## src/rtl/wb_stage.sv

```systemverilog
// rtl/wb_stage.sv - RISC-V writeback stage: result select, load align/extend, MEM wait FSM
// Optional retire counter enabled by defining WB_RETIRE_COUNT_EN.
module wb_stage #(
  parameter  int WIDTH      = 32,
  parameter  int REG_ADDR_W = 5,
  localparam int OFF_W      = $clog2(WIDTH / 8)
) (
  input  logic                  clk,
  input  logic                  rst,
  input  logic                  in_valid,
  output logic                  in_ready,
  input  logic [REG_ADDR_W-1:0] in_rd,
  input  logic                  in_reg_write,
  input  logic [1:0]            in_wb_sel,
  input  logic [2:0]            in_funct3,
  input  logic [OFF_W-1:0]      in_addr_lo,
  input  logic [WIDTH-1:0]      in_alu_data,
  input  logic [WIDTH-1:0]      in_pc4,
  input  logic [WIDTH-1:0]      in_imm,
  input  logic                  mem_rvalid,
  input  logic [WIDTH-1:0]      mem_rdata,
  output logic                  rf_we,
  output logic [REG_ADDR_W-1:0] rf_waddr,
  output logic [WIDTH-1:0]      rf_wdata,
  output logic                  wb_valid,
  output logic [63:0]           retire_count
);

  typedef enum logic {
    ST_IDLE     = 1'b0,
    ST_WAIT_MEM = 1'b1
  } state_t;

  localparam logic [1:0]       SEL_ALU = 2'b00;
  localparam logic [1:0]       SEL_MEM = 2'b01;
  localparam logic [1:0]       SEL_PC4 = 2'b10;
  localparam logic [WIDTH-1:0] ALL1    = '1;

  state_t                  r_state;
  logic                    r_ready;
  logic                    r_wb_valid;
  logic                    r_rf_we;
  logic [REG_ADDR_W-1:0]   r_waddr;
  logic [WIDTH-1:0]        r_wdata;

  logic [REG_ADDR_W-1:0]   r_ld_rd;
  logic [2:0]              r_ld_f3;
  logic [OFF_W-1:0]        r_ld_off;
  logic                    r_ld_we;

  logic [WIDTH-1:0]        w_sel_data;
  logic [WIDTH-1:0]        w_shifted;
  logic [WIDTH-1:0]        w_mask;
  logic                    w_sign;
  logic                    w_sext;
  logic [WIDTH-1:0]        w_aligned;

  always_comb begin
    w_sel_data = in_imm;
    case (in_wb_sel)
      SEL_ALU: w_sel_data = in_alu_data;
      SEL_PC4: w_sel_data = in_pc4;
      default: w_sel_data = in_imm;
    endcase
  end

  // Misaligned offsets simply shift whatever bytes are there down to bit 0.
  assign w_shifted = mem_rdata >> {r_ld_off, 3'b000};

  always_comb begin
    w_mask = ALL1;
    w_sign = 1'b0;
    w_sext = ~r_ld_f3[2];
    case (r_ld_f3)
      3'b000, 3'b100: begin
        w_mask = ALL1 >> (WIDTH - 8);
        w_sign = w_shifted[7];
      end
      3'b001, 3'b101: begin
        w_mask = ALL1 >> (WIDTH - 16);
        w_sign = w_shifted[15];
      end
      3'b010, 3'b110: begin
        w_mask = ALL1 >> (WIDTH - 32);
        w_sign = w_shifted[31];
      end
      default: begin
        w_mask = ALL1;
        w_sign = 1'b0;
        w_sext = 1'b0;
      end
    endcase
  end

  assign w_aligned = (w_shifted & w_mask) | ((w_sext && w_sign) ? ~w_mask : '0);

  always_ff @(posedge clk or posedge rst) begin
    if (rst) begin
      r_state    <= ST_IDLE;
      r_ready    <= 1'b1;
      r_wb_valid <= 1'b0;
      r_rf_we    <= 1'b0;
      r_waddr    <= '0;
      r_wdata    <= '0;
      r_ld_rd    <= '0;
      r_ld_f3    <= '0;
      r_ld_off   <= '0;
      r_ld_we    <= 1'b0;
    end else begin
      r_wb_valid <= 1'b0;
      r_rf_we    <= 1'b0;
      case (r_state)
        ST_IDLE: begin
          if (in_valid) begin
            if (in_wb_sel == SEL_MEM) begin
              r_ld_rd  <= in_rd;
              r_ld_f3  <= in_funct3;
              r_ld_off <= in_addr_lo;
              r_ld_we  <= in_reg_write;
              r_ready  <= 1'b0;
              r_state  <= ST_WAIT_MEM;
            end else begin
              r_wb_valid <= 1'b1;
              r_rf_we    <= in_reg_write && (in_rd != '0);
              r_waddr    <= in_rd;
              r_wdata    <= w_sel_data;
            end
          end
        end
        ST_WAIT_MEM: begin
          // in_valid is deliberately ignored here; MEM holds it until in_ready returns.
          if (mem_rvalid) begin
            r_wb_valid <= 1'b1;
            r_rf_we    <= r_ld_we && (r_ld_rd != '0);
            r_waddr    <= r_ld_rd;
            r_wdata    <= w_aligned;
            r_ready    <= 1'b1;
            r_state    <= ST_IDLE;
          end
        end
        default: begin
          r_ready <= 1'b1;
          r_state <= ST_IDLE;
        end
      endcase
    end
  end

  assign in_ready = r_ready;
  assign wb_valid = r_wb_valid;
  assign rf_we    = r_rf_we;
  assign rf_waddr = r_waddr;
  assign rf_wdata = r_wdata;

`ifdef WB_RETIRE_COUNT_EN
  logic [63:0] r_retire;

  always_ff @(posedge clk or posedge rst) begin
    if (rst) begin
      r_retire <= '0;
    end else if (r_wb_valid) begin
      r_retire <= r_retire + 64'd1;
    end
  end

  assign retire_count = r_retire;
`else
  assign retire_count = '0;
`endif

endmodule

```

## config.mk

```make
export PLATFORM = sky130hd
export DESIGN_NAME = wb_stage
export DESIGN_NICKNAME = d
export VERILOG_FILES = /design/src/rtl/wb_stage.sv
export SDC_FILE = /design/constraint.sdc
export NUM_CORES = 1
export LEC_CHECK = 0
export CAP_MARGIN = 5
export CORE_MARGIN = 4
export CORE_UTILIZATION = 35
export CTS_BUF_LIST = sky130_fd_sc_hd__clkbuf_4 sky130_fd_sc_hd__clkbuf_8
export CTS_CLUSTER_SIZE = 24
export DETAILED_ROUTE_END_ITERATION = 10
export PLACE_DENSITY_LB_ADDON = 0.12
export SKIP_CTS_REPAIR_TIMING = 1
export SKIP_LAST_GASP = 1
export SLEW_MARGIN = 20
export SYNTH_ARGS = -nofsm -noshare
export SYNTH_HDL_FRONTEND = slang
export SYNTH_SLANG_ARGS = --single-unit
```

## constraint.sdc

```tcl
create_clock -name clk -period 1.6 [get_ports clk]
set_clock_uncertainty 0.2 [all_clocks]
set_input_delay 0.32 -clock clk [delete_from_list [all_inputs] [get_ports clk]]
set_output_delay 0.32 -clock clk [all_outputs]
set_load 0.01 [all_outputs]
```

Yosys cells after proc, flatten, opt, wreduce, memory -nomap -nowiden
Index checks and enable logic that the tools add are counted.

Eq/ne operators: 11. Shift operators: 1. Mux-type cells: 29. Bitwise gates (word level): 5. Reductions and logical operators: 14.

Operator list (number): 32-bit case mux with 2 select lines (3); 32-bit 2-to-1 mux (4); 32-bit bitwise AND (1); 32-bit NOT (1); 32-bit OR (1); 32-bit by 5-bit >> shifter with 32-bit output (1); 5-bit 2-to-1 mux (3); 1-bit 2-to-1 mux (13); 5-bit case mux with 2 select lines (1); 5-bit nonzero test (2); 3-bit equality test, second input constant (3); 3-bit AND reduction (3); 2-bit inequality test, second input constant (4); 1-bit case mux with 2 select lines (4); 2-bit OR reduction (3); 6-bit OR reduction (1); 3-bit by 1-bit equality test with 1-bit output, second input constant (1); 3-bit by 2-bit equality test with 1-bit output, second input constant (1); 1-bit logical AND (3); 3-bit logical NOT (1); 1-bit case mux with 3 select lines (1); 2-bit by 1-bit equality test with 1-bit output, second input constant (1); 2-bit equality test, second input constant (1); 2-bit logical NOT (1); 1-bit NOT (2).

Flip-flop bits (word level): 52. Input port bits: 145.

Longest topological paths before layout
Gate-level depths: netlist of run 1.

Depth after elaboration: 8. Gate-level depth with buffers: 7. Depth with buffers taken out: 4.

Least setup slack after synthesis of run 1
Ideal clock, no wire load.

Path type: register to register. Start point: register r_state. End point: register r_ld_f3[0]. Library setup time: 0.125 ns. Arrival: 1.374 ns. Slack: -0.099 ns. Stages on the path, launching flop included: 6. Path through: dfrtp_1 buf_4 nor2b_1 and2_1 buf_4 mux2_2.

Longest elaborated chain between the ends: 2.

Ends and longest elaborated chain: start, declared (RTL line 39) `state_t r_state;`; start signal, assigned (RTL line 99) `r_state <= ST_IDLE;`; start signal, assigned (RTL line 121) `r_state <= ST_WAIT_MEM;`; start signal, assigned (RTL line 138) `r_state <= ST_IDLE;`; 1-bit NOT (no source line); 3-bit AND reduction (no source line); end signal, assigned (RTL line 117) `r_ld_f3 <= in_funct3;`; end, declared (RTL line 47) `logic [2:0] r_ld_f3;`.

No other way between the ends. A chain may end at the register's enable or synchronous reset.

Worst setup path after layout of run 1
Start point: register r_ld_off[1]. End point: register r_wdata[4] (netlist: rf_wdata[4]).

Longest elaborated chain between the ends: 7. Elaborated cells on any way between the ends: 8. Those cells by class: shift: 1; mux: 4; bitwise: 2; reduce/logical: 1.

Ends and longest elaborated chain: start, declared (RTL line 48) `logic [OFF_W-1:0] r_ld_off;`; start signal, assigned (RTL line 118) `r_ld_off <= in_addr_lo;`; 32-bit by 5-bit >> shifter with 32-bit output (*) (RTL line 68) `assign w_shifted = mem_rdata >> {r_ld_off, 3'b000};`; 1-bit case mux with 3 select lines (RTL line 74) `case (r_ld_f3)`; 1-bit logical AND (RTL line 95) `assign w_aligned = (w_shifted & w_mask) | ((w_sext && w_sign) ? ~w_mask : '0);`; 32-bit 2-to-1 mux (RTL line 95); 32-bit OR (*) (RTL line 95); 32-bit 2-to-1 mux (*) (RTL line 132) `if (mem_rvalid) begin`; 32-bit case mux with 2 select lines (*) (RTL line 112) `case (r_state)`; end signal, assigned (RTL line 126) `r_wdata <= w_sel_data;`; end signal, assigned (RTL line 136) `r_wdata <= w_aligned;`; end, declared (RTL line 44) `logic [WIDTH-1:0] r_wdata;`.

Mark *: on every way between the ends. The rest lies on a longest branch, timed or not. The select of a mux whose other input is x is not followed.

==> results by group, run 1 <==
Worst hold path
  – HP Class: in2async

Power and ir drop
  – Leak: around 3.1 nW
  – Switching share of total power: 0.3532
  – Flop pwr share: 0.340
  – Power per cell area: 824.2 nW/µm²
  – VDD IR max: 499.2 µV
  – Internal: 3.511 mW
  – Clock power frac: 0.153
  – Combinational fraction of design power: 0.507
  – Psw: 1.918 mW

Drt
  – Detailed Route WL: between 10000 and 15000 µm
  – Final ANT Viol Nets: 0
  – # DRC: 0
  – Via density: about 4.8
  – Starting DRT DRC Count: 154
  – Initial DRT Pass Iterations: 4
  – Vias: 3810
  – Wire length per cell: 17.79 µm

Die
  – Die W: 115.6 µm
  – Height of the die: 115.6 µm
  – Initial Utilization: 0.3562
  – Core Area: between 10000 and 15000 µm²
  – Total die area: 13360 µm²
  – Num ports: 249
  – Rows: 39

Global route
  – Met2 Use GR: 0.3202
  – Gr usage total: 0.1916
  – Grt peak-use layer: met2
  – Largest net degree at the start of global routing: 37
  – Met3 Use GR: 0.04125
  – Met1 usage: 0.2541
  – First-pass GRT wire length: around 20000 µm
  – Number of global-route vias before repair: 3730
  – Overflow after GRT: 0
  – Initial antenna violation count: 0

Clocking
  – CTS tree: built
  – CTS Sinks: 52
  – Root Driver: clkbuf_8
  – Clock transition at the registers of the reported paths: 0.10 ns
  – H-tree levels: 2
  – CTS max path bufs: 2
  – TritonCTS Buffers: 5
  – Clock Latency Late Sink: 0.31 ns

Timing
  – Fin crit period: 1.753 ns
  – Final Worst Setup Slack: -0.1532 ns
  – Fin. Hold Viols: 0
  – Fmax: 570.4 MHz
  – Final setup fails: 36
  – Slew Viols, Final: 0
  – Final Cycle Share: 1.096
  – RSZ-0062 raised after global routing: yes

Cells and area
  – Fillers: 1046
  – Area occupied by multi-input gates: 2456 µm²
  – Diode count: 0
  – Layout cells sized above 1: 0.1994
  – Finished Cell Area: 6586 µm²
  – Area growth, synth to finish: 62.62%
  – Post-layout net count: 796
  – Commonest non-fill, non-tap cells in the layout: clkdlybuf4s50_1 (141), mux2i_1 (65), conb_1 (64)
  – Reg area: 1306 µm²
  – Commonest non-fill, non-tap cell in the layout: clkdlybuf4s50_1

Setup path
  – Most common cell on crit path: mux2i_2
  – RR Endpoint: rf_wdata[4]$_DFFE_PP0P_
  – Setup CP Type: reg2reg
  – Reg2reg start: r_ld_off[1]$_DFFE_PP0P_
  – Max stage delay on crit path: 0.50 ns
  – Slowest cell on the critical path: dfrtp_2
  – R2r setup slk: -0.15 ns
  – Reg2reg path depth: 6
  – CP endpoint: rf_wdata[4]$_DFFE_PP0P_
  – CP arrival: around 1.8 ns
  – Worst setup SP type: register
  – Critical Path Sink Type: register
  – Sequence of cells on the critical path: buf_12 -> mux2i_2 -> mux2i_2 -> buf_4 -> mux2i_1 -> a21oi_1
  – CP Launch Point: r_ld_off[1]$_DFFE_PP0P_
  – CP max FO: 9
  – Required time worst endpoint: 1.61 ns

Placed design
  – I/O Buffers: 184
  – Final GP Congestion: 0.8386
  – DP Wirelength: between 10000 and 15000 µm
  – Worst slack at placement: -0.4513 ns
  – Placed inst area: 6087 µm²

Yosys
  – Cell variety after synth: 42
  – Sequential element share of the synthesized area: 0.3216
  – Synth area leader: dfrtp_1
  – Number of synthesis warnings: 0
  – Top cells by area, synth: dfrtp_1 (32%), mux2i_1 (20%), buf_4 (14%)
  – Cells after Synth: 434
  – Top_reg_cell synth: dfrtp_1
  – Synth Cell Area: 4050 µm²
  – EDFF count, synth: 0
  – Post-synth top area share: 0.3151
  – Syn_area_per_cell: around 9.3 µm²
  – Ys async rst share: 1.000
  – Seq cells post-synth: 52

Job
  – Max Cap Violations: 0

Run status
  – Outcome: finished, violations left
  – Failing checks: negative setup slack
## per-layer routing
metal | routed length (µm) | part of all wire
met4 | 153 | 0.011
met1 | 5865 | 0.41
met3 | 1027 | 0.073
met5 | 0 | 0
met2 | 7101 | 0.50
## Yosys cell counts (3+ instances only)
library cell,n
nor2_1,45
inv_1,4
buf_6,5
buf_2,10
mux2_2,13
a211oi_1,7
mux2i_1,79
o221ai_1,16
nand2_1,32
buf_4,73
a21oi_1,38
nand2b_1,3
o21ai_0,9
o2bb2ai_1,8
a221oi_1,6
dfrtp_1,51
clkbuf_1,4
## cell type report
type | instances | share of cell area
Clock inverter | 1 | 0.001140
Clock buffer | 7 | 0.01368
Inverter | 4 | 0.002850
Sequential cell | 52 | 0.1983
Tap cell | 143 | 0.02717
Multi-Input combinational cell | 346 | 0.3729
Timing Repair Buffer | 242 | 0.3839
## worst min path at each step
stage	start	endpoint	depth (start not counted)
2_1_floorplan	rst	r_ld_f3[0]$_DFFE_PP0P_	1
6_report	rst	rf_wdata[13]$_DFFE_PP0P_	3
5_1_grt	rst	rf_wdata[13]$_DFFE_PP0P_	3
3_5_place_dp	in_ready$_DFFE_PP1P_	in_ready$_DFFE_PP1P_	2
3_3_place_gp	in_ready$_DFFE_PP1P_	in_ready$_DFFE_PP1P_	2
4_1_cts	rst	rf_wdata[7]$_DFFE_PP0P_	3
## power by group through the flow
stage | registers, mW | clock network, mW | logic, mW
floorplan | 1.90 | 0 | 1.34
global placement | 1.85 | 0 | 2.56
detailed placement | 1.85 | 0 | 2.58
CTS | 1.84 | 0.845 | 2.59
global route | 1.89 | 0.890 | 2.97
finish | 1.85 | 0.830 | 2.75
## state kept, by name, summed over array words and instances, names as in the netlist
name / flops
rf_we: 1
r_ld_rd: 5
r_ld_off: 2
rf_waddr: 5
r_state: 1
r_ld_f3: 3
rf_wdata: 32
r_ld_we: 1
wb_valid: 1
in_ready: 1
## critical path, delay by kind of cell (launching register included)
kind	cells	cell delay, ns
AOI/OAI and AO/OA	1	0.08
buffers and inverters	2	0.33
muxes	3	0.53
DFF	1	0.50
## cell families (layout without fill, tap and decap cells)
group | Yosys count | count (layout) | share of synthesized area
other cells | 1 | 64 | 0.0009259
mux | 92 | 92 | 0.2314
buf+inv | 100 | 254 | 0.1807
compound gates | 93 | 93 | 0.1579
simple gates | 96 | 97 | 0.1075
flops | 52 | 52 | 0.3216
## per-stage QoR
step           setup TNS (ns)  total power, mW  instances  utilization  hold WS [ns]
3_3_place_gp           -15.75            4.407        782       0.5354        0.2833
5_1_grt                -5.061            5.746        795       0.5793        0.2288
2_1_floorplan               0            3.246        497            -        0.1747
4_1_cts                -12.92            5.271        790       0.5440        0.2082
3_5_place_dp           -16.43            4.434        782       0.5354        0.2799
6_report               -1.987            5.428        795       0.5793        0.2017
Note: power is estimated with default switching activity, not from simulation.
==> run 2, diff against run 1 <==
Settings changed: ABC_CLOCK_PERIOD_IN_PS set to 1600, GPL_TIMING_DRIVEN set to 1, HOLD_SLACK_MARGIN set to 0.06.
==> results of run 2 <==
The final DEF is identical to that of run 1; final timing and power are the same.
==> run 3, diff against run 2 <==
Settings changed: ABC_AREA set to 1, CORE_UTILIZATION 35 to 36.
==> results by group, run 3 <==
Clocking
  – CTS max path bufs: 2 (unchanged)
  – Clock Latency Late Sink: 0.32 ns (was 0.31 ns)
  – CTS tree: built (unchanged)
  – CTS Sinks: 52 (unchanged)
  – TritonCTS Buffers: 5 (unchanged)
  – Clock transition at the registers of the reported paths: 0.11 ns (was 0.10 ns)
  – Root Driver: clkbuf_8 (unchanged)
  – H-tree levels: 2 (unchanged)

Yosys
  – Seq cells post-synth: 52 (unchanged)
  – EDFF count, synth: 0 (unchanged)
  – Count leader, synth: nand2_1 (was mux2i_1)
  – Syn_area_per_cell: 6.332 µm² (was 9.332 µm²)
  – Top cells by area, synth: dfrtp_1 (30%), nand2_1 (22%), buf_4 (12%) (was dfrtp_1 (32%), mux2i_1 (20%), buf_4 (14%))
  – Cells after Synth: 672 (was 434)
  – Ys async rst share: 1.000 (unchanged)
  – Number of synthesis warnings: 0 (unchanged)
  – Top post-synthesis cells by count: nand2_1 (253), buf_4 (69), a21oi_1 (63) (was mux2i_1 (79), buf_4 (73), dfrtp_1 (51))
  – Top_reg_cell synth: dfrtp_1 (unchanged)
  – Synth area leader: dfrtp_1 (unchanged)
  – Sequential element share of the synthesized area: 0.3061 (was 0.3216)
  – Synth Cell Area: 4255 µm² (was 4050 µm²)
  – Cell variety after synth: 28 (was 42)
  – Post-synth top area share: 0.2999 (was 0.3151)

Run status
  – Outcome: finished, violations left (unchanged)
  – Failing checks: negative setup slack (unchanged)

Timing
  – Final setup fails: 28 (was 36)
  – RSZ-0062 raised after global routing: yes (unchanged)
  – Fmax: 579.3 MHz (was 570.4 MHz)
  – Fin. Hold Viols: 0 (unchanged)
  – Worst hold slack: 0.08556 ns (was 0.2017 ns)
  – Slew Viols, Final: 0 (unchanged)
  – Final Worst Setup Slack: -0.1262 ns (was -0.1532 ns)
  – Setup tns final: -2.023 ns (was -1.987 ns)
  – Final Cycle Share: 1.079 (was 1.096)
  – Fin crit period: 1.726 ns (was 1.753 ns)

Setup path
  – Required time worst endpoint: 1.61 ns (about the same)
  – Critical Path Sink Type: register (unchanged)
  – CP max FO: 8 (was 9)
  – Setup CP Type: reg2reg (unchanged)
  – Worst setup SP type: register (unchanged)
  – CP arrival: 1.74 ns (was 1.76 ns)

Drt
  – Detailed Route WL: 15770 µm (was 14150 µm)
  – Via density: 4.720 (was 4.792)
  – Wire length per cell: 15.17 µm (was 17.79 µm)
  – Final ANT Viol Nets: 0 (unchanged)
  – Vias: 4904 (was 3810)
  – Initial DRT Pass Iterations: 4 (unchanged)
  – # DRC: 0 (unchanged)
  – Starting DRT DRC Count: 221 (was 154)

Power and ir drop
  – Combinational fraction of design power: 0.553 (was 0.507)
  – Tot Pwr: 5.869 mW (was 5.428 mW)
  – Internal: 3.538 mW (was 3.511 mW)
  – Power per cell area: 819.5 nW/µm² (was 824.2 nW/µm²)
  – VDD IR max: 461.7 µV (was 499.2 µV)
  – Switching share of total power: 0.3973 (was 0.3532)
  – Clock power frac: 0.141 (was 0.153)
  – Psw: 2.332 mW (was 1.918 mW)
  – Flop pwr share: 0.306 (was 0.340)
  – Leak: 3.895 nW (was 3.092 nW)

Global route
  – Overflow after GRT: 0 (unchanged)
  – Initial antenna violation count: 0 (unchanged)
  – First-pass GRT wire length: 22130 µm (was 19830 µm)
  – Gr usage total: 0.2047 (was 0.1916)
  – Largest net degree at the start of global routing: 32 (was 37)
  – Number of global-route vias before repair: 4526 (was 3730)

Cells and area
  – Layout cells sized above 1: 0.1886 (was 0.1994)
  – Max reg flops: 32 (unchanged)
  – Commonest non-fill, non-tap cells in the layout: nand2_1 (224), clkdlybuf4s50_1 (140), conb_1 (64) (was clkdlybuf4s50_1 (141), mux2i_1 (65), conb_1 (64))
  – Diode count: 0 (unchanged)
  – Post-layout net count: 1040 (was 796)
  – Fin cells: 1039 (was 795)
  – Area growth, synth to finish: 68.30% (was 62.62%)
  – Commonest non-fill, non-tap cell in the layout: nand2_1 (was clkdlybuf4s50_1)

Die
  – Total die area: 13620 µm² (was 13360 µm²)
  – Core Area: 11520 µm² (was 11370 µm²)
  – Height of the die: 116.7 µm (was 115.6 µm)
  – Initial Utilization: 0.3695 (was 0.3562)
  – Rows: 39 (unchanged)
  – Num ports: 249 (unchanged)
  – Die W: 116.7 µm (was 115.6 µm)

Placed design
  – Inst Count DP: 1017 (was 782)
  – I/O Buffers: 184 (unchanged)
  – Final GP Congestion: 0.9600 (was 0.8386)
  – DP Wirelength: 11980 µm (was 10960 µm)

Worst hold path
  – HP Class: in2async (unchanged)

Job
  – Max Cap Violations: 0 (unchanged)
## run 3: cell count changes in the layout (fill, tap and decap cells not counted), moves of 12 or more
cell,previous run,this run
a21oi_1,33,52
inv_1,3,50
mux2_2,12,0
mux2i_1,65,0
mux2i_2,12,0
nand2_1,32,224
nand2_2,0,35
nand3_1,1,41
o221ai_1,16,0
## run 3: kinds of logic (layout without fill, tap and decap cells)
group,Yosys count,after routing,synth area share
flops,52,52,0.3061
buf+inv,158,318,0.2138
compound gates,107,107,0.1329
simple gates,354,355,0.3464
other cells,1,64,0.0008812
## run 3: metal layers
| metal | vias up | wire length, µm | global-route usage |
|---|---|---|---|
| met1 | 2245 | 6266 | 0.2518 |
| met3 | 16 | 1534 | 0.06269 |
| met2 | 206 | 7736 | 0.3561 |
| met5 | - | 0 | 0 |
| li1 | 2437 | - | - |
| met4 | 0 | 227 | 0.03823 |
## run 3: power by group through the flow
stage | sequential, mW | combinational, mW | clock (mW)
floorplan | 1.89 | 1.33 | 0
global placement | 1.81 | 2.74 | 0
detailed placement | 1.81 | 2.76 | 0
CTS | 1.79 | 2.78 | 0.842
global route | 1.83 | 3.53 | 0.902
finish | 1.79 | 3.25 | 0.828
## run 3: worst paths after layout
kind	startpoint	slack, ns	to	cells after the start
min reg2reg	in_ready$_DFFE_PP1P_	0.27	in_ready$_DFFE_PP1P_	2
min	rst	0.09	r_ld_rd[3]$_DFFE_PP0P_	2
min in group clk	in_ready$_DFFE_PP1P_	0.27	in_ready$_DFFE_PP1P_	2
max reg2reg	r_ld_off[0]$_DFFE_PP0P_	-0.13	rf_wdata[15]$_DFFE_PP0P_	10
max in group asynchronous	rst	0.69	rf_wdata[8]$_DFFE_PP0P_	3
max	r_ld_off[0]$_DFFE_PP0P_	-0.13	rf_wdata[15]$_DFFE_PP0P_	10
## run 3: metrics by stage
| stage | setup WS (ns) | util | area [µm²] |
|---|---|---|---|
| after floorplan | 0.08116 | - | 4496 |
| after global placement | -0.5052 | 0.5568 | 6412 |
| after detailed placement | -0.5143 | 0.5568 | 6412 |
| after CTS | -0.3236 | 0.5652 | 6509 |
| after global routing | -0.2015 | 0.6219 | 7162 |
| final | -0.1262 | 0.6219 | 7162 |
## run 3: layout make-up
cell class / count / area [µm²]
inverters: 56 / 229.0
repair buffers: 254 / 2741
fillers: 1039 / 4354
clock inverters: 3 / 27.53
clock buffers: 5 / 68.82
well taps: 143 / 178.9
multi-input cells: 526 / 2614
flip-flops and latches: 52 / 1303
## run 3: worst max-delay path: stages, from the launching register on
cell      delay (ns)
dfrtp_1         0.40
buf_6           0.15
clkinv_8        0.08
nand2_4         0.07
nand3_4         0.09
nand3_4         0.10
nand3_4         0.13
nand3_4         0.19
nand2_2         0.07
nand2_1         0.07
nand2_1         0.05
==> variant 1: new RTL, flow settings as in run 2 <==
The parameter `WIDTH` goes from 32 to 64.
--- a/src/rtl/wb_stage.sv
+++ b/src/rtl/wb_stage.sv
@@ -3,3 +3,3 @@
 module wb_stage #(
-  parameter  int WIDTH      = 32,
+  parameter  int WIDTH      = 64,
   parameter  int REG_ADDR_W = 5,
Ports: changed (6 resized); port bits go from 249 to 410. No check against the original RTL was run, so the function may have changed too.
==> variant 1 against run 2 <==
- utilization increased by 1.5 points
- via count is 99% higher
- clock power is 120% higher
- worst setup slack worse by 0.77 ns
- critical path depth grew 1
- fmax is 31% lower
- combinational power up 110%
- power up 96%
- wire length up 110%
- design area increased by 90%
- synthesized area rose by 85%
- largest power group unchanged
- sequential cell count rose by 33
- the flow still finishes with violations (negative setup slack)
==> variant 1: results (changes against run 2) <==
Global routing usage on met2: 0.405 (+0.0845)
Outcome: finished, violations left
Final setup TNS: -53.65 ns (-51.66 ns)
First-pass GRT wire length: 43700 um (+120%)
Worst-Skew Late Latency: 0.38 ns (+0.07 ns)
Dpl hpwl: 24500 um (+120%)
Register area share after synthesis: 0.284 (-0.0379)
Largest net degree at the start of global routing: 55 (+49%)
Hold Path Class: in2reg
WL met3: 2340 um (+130%)
Area after DPL: 12000 sq um (+96%)
Vias in the first global route: 7511 (+100%)
DP Worst Slack: -1.04 ns (-0.588 ns)
Critical Path AT: 2.61 ns (+0.85 ns)
Most frequent cells after synthesis: mux2i_1 (116), nand2_1 (87), dfrtp_1 (84), buf_4 (68), mux2_2 (62)
DR WL/cell: 20.4 um (+15%)
Failing checks: negative setup slack
Port Buffer Count: 345 (+88%)
Worst setup margin: -0.925 ns (-0.772 ns)
M1 WL: 12200 um (+110%)
Mux cell area share after synthesis: 0.320 (+0.0885)
Compound-gate portion of the synthesized area: 0.154 (-0.00409)
Met3 Usage GRT: 0.0616 (+0.0203)
CTS buffer count: 9 (+4)
Setup violators final: 76 (+110%)
Final net count: 1480 (+86%)
Max reg flops: 64 (+100%)
[variant 1: cell type report]
class / count / area [sq um]
clock buffer: 9 / 124
clock inverter: 7 / 104
fill: 1932 / 8530
inverter: 11 / 45.0
multi-input combinational: 621 / 4840
sequential: 85 / 2130
tap: 275 / 344
timing repair buffer: 478 / 4900
[variant 1: path summary, 6_finish.rpt]
check | from | endpoint | slack, ns | cells past startpoint
hold / removal | in_wb_sel[0] | r_state | 0.23 | 4
max in group asynchronous | rst | rf_wdata[51] | 0.07 | 4
setup / recovery | r_ld_off[1] | rf_wdata[61] | -0.93 | 7
setup reg to reg | r_ld_off[1] | rf_wdata[61] | -0.93 | 7
hold reg to reg | rf_wdata[2] | rf_wdata[2] | 0.29 | 2
min in group asynchronous | rst | rf_wdata[1] | 0.62 | 3
[variant 1: report_power, final]
group	total (mW)	internal, mW	switching (mW)
registers	3.01	2.67	0.333
logic	5.82	3.25	2.57
clock network	1.82	0.902	0.915
==> variant 2: new RTL, settings of run 2 <==
Without the edit above. Remove the case item `3'b000, 3'b100` of the case on `r_ld_f3`.
--- a/src/rtl/wb_stage.sv
+++ b/src/rtl/wb_stage.sv
@@ -74,6 +74,2 @@
     case (r_ld_f3)
-      3'b000, 3'b100: begin
-        w_mask = ALL1 >> (WIDTH - 8);
-        w_sign = w_shifted[7];
-      end
       3'b001, 3'b101: begin
Behaviour: not the same (Yosys sat finds a counterexample within 4 cycles, from zero or initial values and one cycle with rst high).
==> variant 2 against run 2 <==
- the flow still finishes with violations (negative setup slack)
- synthesized area fell by 3.0%
- wire length down 4.6%
- design area is 1.8% lower
- sequential share of layout area increased by 0.33 points
- power fell by 5.7%
- first-iteration DRC count is 10% lower
- worst setup slack worse by 0.061 ns
- sequential cell count stayed put
- critical endpoint is now rf_wdata[27]
- highest routed layer unchanged
==> variant 2: results (changes against run 2) <==
Outcome: finished, violations left
Failing checks: negative setup slack
M1 WL: 5440 um (-7.2%)
CP delay by family, top: compound AO/OA/AOI/OAI gates
Gate count after technology mapping: 413 (-4.8%)
Register area share after synthesis: 0.332 (+0.0100)
Setup violators final: 39 (+8.3%)
Routed wire length: 13500 um (-4.6%)
Met3 Usage GRT: 0.0552 (+0.0139)
Filler cells: 1021 (-2.4%)
DR iter-0 viols: 138 (-10%)
Global routing usage on met2: 0.334 (+0.0135)
Share of cells above drive strength 1: 0.197 (-0.00225)
Drt via density: 4.79 (about the same)
Area after DPL: 6060 sq um (-0.39%)
GRT Total Usage: 0.191 (-0.000966)
Final setup TNS: -4.57 ns (-2.58 ns)
Vias post-DR: 3684 (-3.3%)
Met2 WL post-DR: 6850 um (-3.6%)
Switch share: 0.332 (-0.0208)
Count of different cell masters after synthesis: 36 (-14%)
Slowest stage delay, CP: 0.44 ns (-0.06 ns)
Worst setup margin: -0.214 ns (-0.0608 ns)
Dpl hpwl: 10700 um (-2.6%)
Global Route met1 Usage: 0.235 (-0.0192)
Most frequent cells after synthesis: buf_4 (64), mux2i_1 (53), dfrtp_1 (51), nand2_1 (37), mux2_2 (30)
variant 2: power groups by stage:
| stage | logic (mW) | clock network [mW] | registers [mW] |
|---|---|---|---|
| after floorplan | 1.15 | 0 | 1.91 |
| after global routing | 2.72 | 0.872 | 1.84 |
| after detailed placement | 2.42 | 0 | 1.83 |
| after CTS | 2.43 | 0.819 | 1.80 |
| final | 2.53 | 0.791 | 1.80 |
| after global placement | 2.39 | 0 | 1.82 |
variant 2: cell type report:
class,count,area share
clock buffer,6,0.0128
clock inverter,2,0.00155
inverter,13,0.00871
multi-input combinational,320,0.355
sequential,52,0.202
tap,140,0.0271
timing repair buffer,236,0.393
variant 2: cell families (layout without fill, tap and decap cells):
family | count (synthesis) | after routing | synth area share
AOI/OAI and AO/OA | 87 | 87 | 0.176
buffers and inverters | 104 | 257 | 0.169
DFF | 52 | 52 | 0.332
muxes | 84 | 84 | 0.224
other | 1 | 64 | 0.000955
and+or+nand+nor | 85 | 85 | 0.0981
